==> src/rtl/dct_sched_pkg.sv <==
// Shared types and constants for the DCT stripe scheduler.
package dct_sched_pkg;

  localparam int BLOCK_SIZE = 8;

  typedef enum logic {IDLE = 1'b0, PASS = 1'b1} sched_state_t;

  function automatic int comp_id_w(input int n);
    return (n > 2) ? $clog2(n) : 1;
  endfunction

endpackage

==> src/rtl/dct_tag_fifo.sv <==
// Component-tag FIFO: one entry per granted stripe, head valid the cycle after push.
// A pop frees a slot for a same-cycle push; pops on empty are ignored. DEPTH is a power of two >= 2.
module dct_tag_fifo #(
  parameter int WIDTH = 2,
  parameter int DEPTH = 4
) (
  input  logic             i_clk,
  input  logic             i_rst,
  input  logic             i_wr_vld,
  input  logic [WIDTH-1:0] i_wr_dat,
  input  logic             i_rd_vld,
  output logic [WIDTH-1:0] o_head_dat,
  output logic             o_full,
  output logic             o_empty
);

  localparam int PTR_W = (DEPTH > 1) ? $clog2(DEPTH) : 1;

  logic [WIDTH-1:0] r_mem [DEPTH];
  logic [PTR_W-1:0] r_wr_ptr;
  logic [PTR_W-1:0] r_rd_ptr;
  logic [PTR_W:0]   r_count;
  logic             w_wr;
  logic             w_rd;

  assign o_full     = (r_count == (PTR_W+1)'(DEPTH));
  assign o_empty    = (r_count == '0);
  assign w_rd       = i_rd_vld && !o_empty;
  assign w_wr       = i_wr_vld && (!o_full || w_rd);
  // Empty head reads as zero so the tag output is clean out of reset.
  assign o_head_dat = o_empty ? '0 : r_mem[r_rd_ptr];

  always_ff @(posedge i_clk) begin
    if (w_wr) r_mem[r_wr_ptr] <= i_wr_dat;
  end

  always_ff @(posedge i_clk) begin
    if (i_rst) begin
      r_wr_ptr <= '0;
      r_rd_ptr <= '0;
      r_count  <= '0;
    end else begin
      if (w_wr) r_wr_ptr <= r_wr_ptr + PTR_W'(1);
      if (w_rd) r_rd_ptr <= r_rd_ptr + PTR_W'(1);
      if (w_wr && !w_rd)      r_count <= r_count + (PTR_W+1)'(1);
      else if (w_rd && !w_wr) r_count <= r_count - (PTR_W+1)'(1);
    end
  end

endmodule

==> src/rtl/dct_stripe_sched.sv <==
// Round-robin stripe scheduler sharing one DCT core; grant 1 cycle after request, zero-latency data mux.
// A granted stream holds the core for BLOCK_LINES lines; output stripes are labelled from the tag FIFO.
module dct_stripe_sched
  import dct_sched_pkg::*;
#(
  parameter int PX_WIDTH       = 8,
  parameter int PX_TDATA_WIDTH = ((PX_WIDTH + 7) / 8) * 8,
  parameter int FRAME_RES_X    = 1920,
  parameter int COMP_NUM       = 3,
  parameter int BLOCK_LINES    = BLOCK_SIZE,
  parameter int TAG_DEPTH      = 4,
  parameter int COMP_ID_WIDTH  = comp_id_w(COMP_NUM)
) (
  input  logic                               clk_i,
  input  logic                               rst_i,
  input  logic [COMP_NUM*PX_TDATA_WIDTH-1:0] comp_i_tdata,
  input  logic [COMP_NUM-1:0]                comp_i_tvalid,
  output logic [COMP_NUM-1:0]                comp_i_tready,
  input  logic [COMP_NUM-1:0]                comp_i_tlast,
  input  logic [COMP_NUM-1:0]                comp_i_tuser,
  output logic [PX_TDATA_WIDTH-1:0]          video_o_tdata,
  output logic                               video_o_tvalid,
  input  logic                               video_o_tready,
  output logic                               video_o_tlast,
  output logic                               video_o_tuser,
  input  logic                               dct_mon_tvalid,
  input  logic                               dct_mon_tready,
  output logic [COMP_ID_WIDTH-1:0]           comp_id_o,
  output logic                               comp_id_valid_o,
  output logic                               tag_err_o
);

  localparam int COEF_N = FRAME_RES_X * BLOCK_LINES;
  localparam int COEF_W = $clog2(COEF_N);
  localparam int LINE_W = $clog2(BLOCK_LINES + 1);

  sched_state_t             r_state;
  logic [COMP_ID_WIDTH-1:0] r_sel;
  logic [COMP_ID_WIDTH-1:0] r_last_grant;
  logic [LINE_W-1:0]        r_line_cnt;
  logic [COEF_W-1:0]        r_coef_cnt;
  logic                     r_tag_err;

  logic [COMP_ID_WIDTH-1:0] w_pick;
  logic [COMP_ID_WIDTH:0]   w_scan;
  logic                     w_any_req;
  logic                     w_push;
  logic                     w_pop;
  logic                     w_full;
  logic                     w_empty;
  logic [COMP_ID_WIDTH-1:0] w_head;
  logic                     w_sel_last;
  logic                     w_mon_beat;
  logic                     w_coef_wrap;

  // Scan farthest-first so the requester nearest after last_grant wins.
  always_comb begin
    w_pick    = r_last_grant;
    w_any_req = 1'b0;
    w_scan    = '0;
    for (int i = COMP_NUM; i >= 1; i--) begin
      w_scan = {1'b0, r_last_grant} + (COMP_ID_WIDTH+1)'(i);
      if (w_scan >= (COMP_ID_WIDTH+1)'(COMP_NUM)) w_scan = w_scan - (COMP_ID_WIDTH+1)'(COMP_NUM);
      if (comp_i_tvalid[w_scan]) begin
        w_pick    = w_scan[COMP_ID_WIDTH-1:0];
        w_any_req = 1'b1;
      end
    end
  end

  assign w_push     = (r_state == IDLE) && !w_full && w_any_req;
  assign w_sel_last = (r_state == PASS) && comp_i_tvalid[r_sel] && video_o_tready && comp_i_tlast[r_sel];

  always_ff @(posedge clk_i) begin
    if (rst_i) begin
      r_state      <= IDLE;
      r_sel        <= '0;
      r_last_grant <= COMP_ID_WIDTH'(COMP_NUM - 1);
      r_line_cnt   <= '0;
    end else begin
      case (r_state)
        IDLE: begin
          if (w_push) begin
            r_sel   <= w_pick;
            r_state <= PASS;
          end
        end
        PASS: begin
          if (w_sel_last) begin
            if (r_line_cnt == LINE_W'(BLOCK_LINES - 1)) begin
              r_line_cnt   <= '0;
              r_last_grant <= r_sel;
              r_state      <= IDLE;
            end else begin
              r_line_cnt <= r_line_cnt + LINE_W'(1);
            end
          end
        end
        default: r_state <= IDLE;
      endcase
    end
  end

  always_comb begin
    comp_i_tready  = '0;
    video_o_tdata  = '0;
    video_o_tvalid = 1'b0;
    video_o_tlast  = 1'b0;
    video_o_tuser  = 1'b0;
    if (r_state == PASS) begin
      comp_i_tready[r_sel] = video_o_tready;
      video_o_tdata        = comp_i_tdata[r_sel*PX_TDATA_WIDTH +: PX_TDATA_WIDTH];
      video_o_tvalid       = comp_i_tvalid[r_sel];
      video_o_tlast        = comp_i_tlast[r_sel];
      video_o_tuser        = comp_i_tuser[r_sel];
    end
  end

  assign w_mon_beat  = dct_mon_tvalid && dct_mon_tready;
  assign w_coef_wrap = (r_coef_cnt == COEF_W'(COEF_N - 1));
  assign w_pop       = w_mon_beat && w_coef_wrap;

  always_ff @(posedge clk_i) begin
    if (rst_i) begin
      r_coef_cnt <= '0;
      r_tag_err  <= 1'b0;
    end else begin
      if (w_mon_beat) r_coef_cnt <= w_coef_wrap ? '0 : r_coef_cnt + COEF_W'(1);
      if (w_mon_beat && w_empty) r_tag_err <= 1'b1;
    end
  end

  dct_tag_fifo #(
    .WIDTH (COMP_ID_WIDTH),
    .DEPTH (TAG_DEPTH)
  ) u_tag_fifo (
    .i_clk      (clk_i),
    .i_rst      (rst_i),
    .i_wr_vld   (w_push),
    .i_wr_dat   (w_pick),
    .i_rd_vld   (w_pop),
    .o_head_dat (w_head),
    .o_full     (w_full),
    .o_empty    (w_empty)
  );

  assign comp_id_o       = w_head;
  assign comp_id_valid_o = !w_empty;
  assign tag_err_o       = r_tag_err;

endmodule

==> config.mk <==
export PLATFORM = sky130hd
export DESIGN_NAME = dct_stripe_sched
export DESIGN_NICKNAME = d
export VERILOG_FILES = /design/src/rtl/dct_sched_pkg.sv /design/src/rtl/dct_tag_fifo.sv /design/src/rtl/dct_stripe_sched.sv
export SDC_FILE = /design/constraint.sdc
export NUM_CORES = 1
export LEC_CHECK = 0
export CAP_MARGIN = 20
export CORE_ASPECT_RATIO = 1.5
export CORE_MARGIN = 2
export CORE_UTILIZATION = 54
export DETAILED_ROUTE_END_ITERATION = 10
export GPL_TIMING_DRIVEN = 1
export PLACE_DENSITY = 0.86
export SLEW_MARGIN = 30
export SYNTH_ARGS = -nofsm -noshare
export SYNTH_HDL_FRONTEND = slang
export SYNTH_SLANG_ARGS = --single-unit
==> constraint.sdc <==
create_clock -name clk_i -period 5.5 [get_ports clk_i]
set_input_delay 1.375 -clock clk_i [delete_from_list [all_inputs] [get_ports clk_i]]
set_output_delay 1.375 -clock clk_i [all_outputs]
set_load 0.05 [all_outputs]
==> summary.md <==
| Metric | Value |
|---|---|
| IO Count | 56 |
| DR iter-0 viols | 67 |
| Cell taking the most area after synthesis | dfxtp_1 |
| RSZ-0062 raised after global routing | false |
| CP Data Required Time | 4.12 ns |
| Final setup vio count | 0 |
| Async S/R FF share, synth | 0% |
| Max-slew violation count | 0 |
| Initial core utilization | 56.1% |
| Synth warn | 0 |
| Die Y | 85.3 um |
| Cts hold-fix bufs | 0 |
| First-pass GRT wire length | 8040 um |
| Setup tns final | 0 ns |
| Synthesized cell area | 2380 um2 |
| Leading cell type in the layout, fill and taps excluded | clkdlybuf4s50_1 |
| Post-synth EDFFs | 8 |
| Worst slew pin tran | 0.796 ns |
| 1st-pass router iterations | 4 |
| Global Route Usage Sum | 21.1% |
| CTS H-tree depth | 2 |
| Nets | 364 |
| Crit Path Class | in -> out |
| Via count | 2013 |
| Worst skew pair latency | 0.30 ns |
| Largest net degree at the start of global routing | 20 |
| Finished Core Util | 71.4% |
| Routed len/inst | 13.8 um |
| Yosys top cell area share | 27.8% |
| Fin. Hold Viols | 0 |
| Fin crit share | 84.5% |
| PnR Total Power | 0.000989 W |
| Total wire length | 4990 um |
| Flops & latches, synth | 41 |
| Tmin final | 4.65 ns |
| Status | complete, no violations |
| Root Buffer | clkbuf_8 |
| Syn Inst Count | 262 |
| Area Growth Syn to Fin | 27.4% |
| HP Class | reg -> reg |
| Syn_nets | 311 |
| Syn avg cell area | 9.08 um2 |
| Die Width | 58.2 um |
| Core area | 4250 um2 |
| Die area | 4970 um2 |
| CP Launch Type | primary input |
| Antenna violations before repair | 0 |
| PD cells | 326 nW/um2 |
| Worst setup EP type | primary output |
| Fin cells | 362 |
| Residual DRC | 0 |
| Cts bufs inserted | 5 |
| Mean number of vias per cell | 5.56 |
| Routability cong. | 0.826 |
| Most frequent cells in the layout | clkdlybuf4s50_1 (55), nor2_1 (54), dfxtp_1 (33) |
| CTS tree | built |
| Clock Skews | 0.00652 ns |
| Max cap viols | 0 |
| Final ANT Viol Nets | 0 |
| PortBufs | 55 |
| Global route overflow | 0 |
| Max clock buf depth | 2 |
| Sequential-to-total area share from yosys stat | 37.9% |
| Antenna cells | 0 |
| Leak | 1.16 nW |
| Vias in the first global route | 1900 |
| Cell Rows | 29 |
| Netlist cell types | 52 |
| Slew headroom | 46.8% |
| Post-CTS sizing | 0 |
| # clock sinks | 41 |
| Prevailing post-synth register cell | dfxtp_1 |
| Hpwl dp | 3800 um |
| Worst vdd ir | 0.355 mV |
| Share of cells above drive strength 1 | 7.59% |
| Main area contributors after synthesis | dfxtp_1 (28%), edfxtp_1 (10%), nor2_1 (8.5%), mux2i_1 (7.6%), ha_1 (5.3%) |
| Worst Path Max Fanout | 7 |
| Clk pin slew, worst setup/hold paths | 0.08 ns |
| Fmax | 215 MHz |
| Placed cell count | 354 |
| Arrival @ worst endpoint | 3.27 ns |
| Post-CTS Setup Inserts | 0 |
[cells by family (layout without fill, tap and decap cells)]
logic type,Yosys count,in the layout,synth area share [%]
AND/OR/NAND/NOR,109,109,23.6
multiplexers,21,21,9.94
flip-flops,41,41,37.9
XOR/XNOR,18,18,6.62
AO/OA/AOI/OAI,38,38,11.6
buffers and inverters,24,78,4.26
adder cells (fa/ha/maj),11,11,6.10
[metrics by stage]
stage	area, um2	hold slack, ns	worst slack, ns
2_1_floorplan	2380	0.459	1.39
3_5_place_dp	2950	0.462	0.849
5_1_grt	3030	0.517	0.783
4_1_cts	3030	0.482	0.851
6_report	3030	0.473	0.850
3_3_place_gp	2950	0.447	0.900
[flip-flops by register name, summed over array words and instances (netlist names), named ones only]
register and flops:
u_tag_fifo.r_count 3, r_last_grant 2, r_sel 2, u_tag_fifo.r_rd_ptr 2, u_tag_fifo.r_wr_ptr 2, u_tag_fifo.r_mem 8, r_line_cnt 4, r_coef_cnt 14
tag_err_o 1, r_state 1
[report_power, final]
| part | internal [W] | switching [W] | total [W] | leakage (nW) |
|---|---|---|---|---|
| Clock | 0.0000875 | 0.000103 | 0.000191 | 0.0439 |
| Combinational | 0.000171 | 0.000243 | 0.000414 | 0.777 |
| Sequential | 0.000345 | 0.0000389 | 0.000384 | 0.344 |
| Total | 0.000604 | 0.000385 | 0.000989 | 1.16 |
[Yosys cell counts, types with 2 or more instances]
master and count:
ha_1 10, nor4_4 2, nor3_1 5, mux2i_1 18, nand2_1 14, nor2_1 54
buf_2 3, nand3_1 5, xor2_1 8, nor3b_1 2, nor2b_1 2, o21ai_0 6
xnor2_1 10, a21oi_1 14, mux4_2 2, dfxtp_1 33, clkbuf_1 4, and2_1 8
and3_1 3, a21bo_2 2, buf_4 2, a2bb2oi_2 2, or3_1 2, edfxtp_1 8
inv_1 14, nor4_1 3
[worst max-delay path: stages]
cell             delay, ns
clkdlybuf4s50_1       0.52
mux2i_1               0.23
a2bb2oi_2             0.35
nor2_1                0.08
clkdlybuf4s50_1       0.72
[routing by layer]
| metal | track usage, % | vias to the layer above | share of wire (%) |
|---|---|---|---|
| met3 | 4.57 | 5 | 5.1 |
| met2 | 36.8 | 68 | 53 |
| met5 | 0 | - | 0 |
| met4 | 10.8 | 0 | 1.6 |
| li1 | - | 1001 | - |
| met1 | 23.4 | 939 | 41 |
[worst paths after layout]
kind,from,end,cells past startpoint,slack (ns)
hold reg to reg,tag_err_o,tag_err_o,2,0.47
hold / removal,tag_err_o,tag_err_o,2,0.47
setup / recovery,comp_i_tvalid[1],video_o_tvalid,5,0.85
setup reg to reg,r_last_grant[0],u_tag_fifo.r_count[2],12,2.39
[cell type report]
cell class / count / area [um2]
Tap cell: 46 / 57.6
Inverter: 14 / 52.6
Multi-Input combinational cell: 197 / 1380
Fill cell: 326 / 1210
Clock inverter: 3 / 17.5
Sequential cell: 41 / 901
Timing Repair Buffer: 56 / 558
Clock buffer: 5 / 68.8
No activity file was read; power rests on OpenSTA's default activity.
